$ cat src/rtl/instr_fetch_unit.sv
// Instruction fetch unit: holds the PC, fetches words over a req/gnt/rvalid
// memory handshake and hands them to decode over a valid/ready handshake.
module instr_fetch_unit #(
  parameter logic [31:0] RESET_PC = 32'h0000_0000
) (
  input  logic        clk,
  input  logic        rst,
  output logic        imem_req,
  output logic [31:0] imem_addr,
  input  logic        imem_gnt,
  input  logic        imem_rvalid,
  input  logic [31:0] imem_rdata,
  output logic        ir_valid,
  input  logic        ir_ready,
  output logic [31:0] instr,
  output logic [5:0]  op,
  output logic [31:0] pc_out,
  output logic [31:0] pc_plus4,
  input  logic        br_taken,
  input  logic [31:0] br_target
);

  typedef enum logic [1:0] {
    S_REQ   = 2'd0,
    S_WAIT  = 2'd1,
    S_HOLD  = 2'd2,
    S_DRAIN = 2'd3
  } state_t;

  state_t      r_state;
  state_t      w_next_state;
  logic [31:0] r_pc;
  logic [31:0] r_instr;
  logic [31:0] r_pc_out;
  logic [31:0] r_pc_plus4;
  logic        r_ir_valid;
  logic [31:0] w_pc_inc;
  logic [31:0] w_br_pc;
  logic        w_capture;
  logic        w_accept;
  logic        w_unused;

  assign w_pc_inc  = r_pc + 32'd4;
  assign w_br_pc   = {br_target[31:2], 2'b00};
  assign w_unused  = ^br_target[1:0];
  assign w_capture = (r_state == S_WAIT) && imem_rvalid && !br_taken;
  assign w_accept  = (r_state == S_HOLD) && ir_ready && !br_taken;

  always_ff @(posedge clk) begin
    if (rst) begin
      r_state <= S_REQ;
    end else begin
      r_state <= w_next_state;
    end
  end

  // A redirect always wins; a granted or outstanding fetch must drain first.
  always_comb begin
    w_next_state = r_state;
    case (r_state)
      S_REQ: begin
        if (imem_gnt) begin
          w_next_state = br_taken ? S_DRAIN : S_WAIT;
        end
      end
      S_WAIT: begin
        if (br_taken) begin
          w_next_state = imem_rvalid ? S_REQ : S_DRAIN;
        end else if (imem_rvalid) begin
          w_next_state = S_HOLD;
        end
      end
      S_HOLD: begin
        if (br_taken || ir_ready) begin
          w_next_state = S_REQ;
        end
      end
      S_DRAIN: begin
        if (imem_rvalid) begin
          w_next_state = S_REQ;
        end
      end
      default: w_next_state = S_REQ;
    endcase
  end

  always_ff @(posedge clk) begin
    if (rst) begin
      r_pc       <= RESET_PC;
      r_instr    <= 32'd0;
      r_pc_out   <= 32'd0;
      r_pc_plus4 <= 32'd0;
      r_ir_valid <= 1'b0;
    end else begin
      if (br_taken) begin
        r_pc <= w_br_pc;
      end else if (w_capture) begin
        r_pc <= w_pc_inc;
      end

      if (w_capture) begin
        r_instr    <= imem_rdata;
        r_pc_out   <= r_pc;
        r_pc_plus4 <= w_pc_inc;
      end

      if (br_taken || w_accept) begin
        r_ir_valid <= 1'b0;
      end else if (w_capture) begin
        r_ir_valid <= 1'b1;
      end
    end
  end

  assign imem_req  = (r_state == S_REQ) && !rst;
  assign imem_addr = r_pc;
  assign ir_valid  = r_ir_valid;
  assign instr     = r_instr;
  assign op        = r_instr[31:26];
  assign pc_out    = r_pc_out;
  assign pc_plus4  = r_pc_plus4;

endmodule

$ cat config.mk
export PLATFORM = sky130hd
export DESIGN_NAME = instr_fetch_unit
export DESIGN_NICKNAME = d
export VERILOG_FILES = /design/src/rtl/instr_fetch_unit.sv
export SDC_FILE = /design/constraint.sdc
export NUM_CORES = 1
export LEC_CHECK = 0
export BUFFER_PORTS_ARGS = -buffer_cell sky130_fd_sc_hd__buf_2
export CAP_MARGIN = 10
export CORE_MARGIN = 5
export CORE_UTILIZATION = 53
export CTS_CLUSTER_DIAMETER = 30
export DETAILED_ROUTE_END_ITERATION = 6
export GPL_TIMING_DRIVEN = 0
export PLACE_DENSITY = 0.82
export SYNTH_ARGS = -nofsm -noshare
export SYNTH_HDL_FRONTEND = slang
export SYNTH_SLANG_ARGS = --single-unit
$ cat constraint.sdc
create_clock -name clk -period 5.3 [get_ports clk]
set_clock_uncertainty 0.15 [all_clocks]
set_input_delay 1.06 -clock clk [delete_from_list [all_inputs] [get_ports clk]]
set_output_delay 1.06 -clock clk [all_outputs]
set_load 0.02 [all_outputs]
======== Word-level counts from Yosys, hierarchy flattened ========
Cells that the tools add are included.
word-level totals
  input bits .............................. 70
  memory bits (writable) .................. 0
  memories ................................ 0
  bits in latches ......................... 0
  register bits ........................... 131
  memory bits (read-only) ................. 0
operators by class
  equal/unequal tests ..................... 7
  shifts and indexed selects .............. 0
  multiply operators ...................... 0
  muxes and demuxes ....................... 10
  order comparisons ....................... 0
  add/subtract/negate cells ............... 1
  bitwise logic cells ..................... 0
  reduce and logical (&&, ||, !) cells .... 14
  divide/modulo/power cells ............... 0
operators with widths
  operator                 number
  $mux W32                 2
  $add A32 B3 Y32 const B  1
  $mux W2                  7
  $pmux W2 S4              1
  $logic_and A1 B1 Y1      5
  $eq A2 B2 Y1 const B     2
  $ne A2 B2 Y1 const B     2
  $reduce_and A4 Y1        1
  $reduce_or A2 Y1         2
  $ne A3 B3 Y1 const B     1
  $eq A2 B1 Y1 const B     1
  $logic_not A1 Y1         2
  $logic_not A2 Y1         1
  $logic_or A1 B1 Y1       2
  $ne A2 B1 Y1 const B     1
  $reduce_bool A2 Y1       1

======== Longest topological paths before layout ========
  depth in word-level cells ............... 5
  mapped depth ............................ 7
  gate-level depth less buffers ........... 6

======== Worst setup path after synthesis ========
OpenSTA, ideal clock, no wires.
  path kind ............................... input port to output port
  start ................................... input rst
  end ..................................... output imem_req
  slack ................................... 2164 ps
  stages .................................. 3
  buffers on the path ..................... 2
  data arrival time ....................... 1926 ps
  required time ........................... 4090 ps
  cells stage by stage .................... clkbuf_1 -> clkbuf_1 -> nor3_1
between the ends
  word-level cells in the longest chain between the ends .. 2
RTL lines
  element              RTL line  text
  from (decl)          7         input logic rst,
  $logic_not A1 Y1     115       assign imem_req = (r_state == S_REQ) && !rst;
  $logic_and A1 B1 Y1  115
  to (decl)            8         output logic imem_req,
No other way between the ends.

======== Worst setup path in the final report ========
Ends and elaborated chain as after synthesis.

==> results.txt <==
Post-synth top cells: nand2_1, dfxtp_1, a21oi_1
CTS clk-pin slew, worst paths: 0.06 ns
Antenna cells: 0
Worst-Skew Late Latency: 0.51 ns
Post-route standard cell area excluding fillers: 7410 um2
Post-synthesis sequential area ratio: 44.4%
Port Buffers: 195
Syn Area/Cell: 8.15 um2
Share of layout cells above drive strength 1: 29.8%
Die Y-Extent: 113 um
Fill cells: 870
Hold Path Sink: instr[25]
Cell Pwr Density: 336 nW/um2
Reg2reg end: pc_plus4[20]
Max Cap Viol: 0
Worst-path maximum fanout: 10
Syn Inst Count: 691
Worst vdd ir: 229 uV
WL final: 17.6 mm
Total number of vias: 5775
GRT Resource Usage Total: 26.5%
GPL Wtd Cong: 0.906
R2r startpoint: imem_addr[2]
Async S/R FF share, synth: 0%
CTS tree: built
Placed cells: 1027
R2R depth: 7
Worst min path class: flip-flop to flip-flop
Avg WL per Cell: 16.7 um
Prevailing post-synth register cell: dfxtp_1
First-pass GRT wire length: 27.3 mm
Required @ worst endpoint: 4.09 ns
Min Clock Period, post-route: 3.56 ns
CP Capture Type: output port
Clk sinks: 125
Setup bufs post-CTS: 0
HP Start: instr[25]
Final worst path period share: 67.2%
Synth warn: 0
Top cells by area, synth: dfxtp_1, nand2_1, a21oi_1
FMAX: 281 MHz
Largest net degree at the start of global routing: 17
Max clock buf depth: 2
Final Hold Fails: 0
Synthesis-to-finish area growth: 31.7%
Netlist Area Pre-Place: 5630 um2
Hold buffers post-CTS: 0
R2r setup slk: 2.84 ns
Slew Limit Fails: 0
Slew at the pin closest to its max-slew limit: 0.713 ns
FF+latch count, synth: 125
Post-synth EDFFs: 0
CTS Root Cell: clkbuf_8
Setup TNS: 0 ns
Post-synth top area share: 44.4%
DRC violations left: 0
Top cell type by total area after synthesis: dfxtp_1
Lkg Pwr: 3.14 nW
CP Launch Type: input port
CTS Buf Count: 17
Arrival time worst endpoint: 2.35 ns
Placeable Area: 10300 um2
Post-route ant nets: 0
Post-DP Area: 6800 um2
# setup viols final: 0
Num rows: 37
Status: completed
DP HPWL: 12.6 mm
Initial detailed-routing violation count: 457
# nets final: 981
Initial Utilization: 54.6%
Initial antenna violation count: 0
H-tree depth: 4
GRT Residual Overflow: 0
DRT Pass-1 Iters: 6
Vias in the first global route: 5452
RSZ-0062 raised after global routing: no
Non-Filler Instances: 1058
Worst slew margin: 52.5%
Crit Path Category: input port to output port
Die X: 113 um
I/O Pins: 206
Most frequent cell after synthesis: nand2_1
Post_cts resized: 0
Synth cell types: 43
Vias per inst: 5.46
Hold depth: 2
Die area: 12800 um2
[sequential cells by signal (all words and copies together) (netlist names)]
signal / flops
ir_valid: 1
pc_plus4: 30
r_state: 2
pc_out: 30
imem_addr: 30
instr: 32
[logic make-up after synthesis]
logic type               after synthesis  synth area share, %
AO/OA/AOI/OAI                        130                 14.8
XOR/XNOR                              54                 8.40
adder cells (fa/ha/maj)                1                0.222
buffers and inverters                 77                 6.35
flip-flops                           125                 44.4
multiplexers                           4                0.711
other                                  1               0.0666
AND/OR/NAND/NOR                      299                 25.0
[final cells by class]
| class | instances | area (um2) | share of cell area, % |
|---|---|---|---|
| Clock inverter | 12 | 186 | 2.51 |
| Multi-Input combinational cell | 494 | 2790 | 37.6 |
| Buffer | 73 | 343 | 4.62 |
| Timing Repair Buffer | 195 | 976 | 13.2 |
| Clock buffer | 19 | 432 | 5.82 |
| Tap cell | 136 | 170 | 2.29 |
| Inverter | 4 | 15.0 | 0.202 |
| Sequential cell | 125 | 2500 | 33.7 |
[worst max-delay path by stage]
stage | start | to | cells past startpoint
after floorplan | rst | imem_req | 3
after global placement | rst | imem_req | 4
after detailed placement | rst | imem_req | 4
after CTS | rst | imem_req | 4
after global routing | rst | imem_req | 4
final | rst | imem_req | 4
[layout by cell type, fill, tap and decap left out, drive strengths merged, types with 3 or more instances in the layout]
cell and count:
a211oi 44, a21oi 73, a311oi 4, and3 3, and4 5, buf 224, bufinv 4, clkbuf 63
clkinv 3, clkinvlp 3, conb 6, dfxtp 125, inv 6, mux2i 4, nand2 153, nand2b 3
nand3 20, nand4 16, nor2 73, nor3 8, nor4 7, o21ai 4, or3 3, xnor2 16
xor2 38
[routing by layer]
metal	global-route usage, %	wire, um
met4	10.3	424
met5	0	0
met2	43.4	8560
met1	33.8	7140
met3	6.36	1510
[through the flow]
step	power [W]	hold WS [ns]	setup WS (ns)	utilization [%]
global route	0.00256	0.317	1.67	71.8
global placement	0.00128	0.288	1.80	65.8
detailed placement	0.00128	0.293	1.79	65.8
floorplan	0.00118	0.385	2.16	-
finish	0.00249	0.300	1.74	71.8
CTS	0.00249	0.302	1.74	71.8
[where the power goes]
group	total, W	internal, W	switching [W]
registers	0.00100	0.000973	0.0000289
clock network	0.00122	0.000779	0.000439
logic	0.000269	0.0000941	0.000175
[critical path, stage by stage]
cell      delay [ns]
clkbuf_1        0.45
clkbuf_1        0.55
nor3_1          0.10
buf_2           0.19
(Power assumes the default switching activity.)
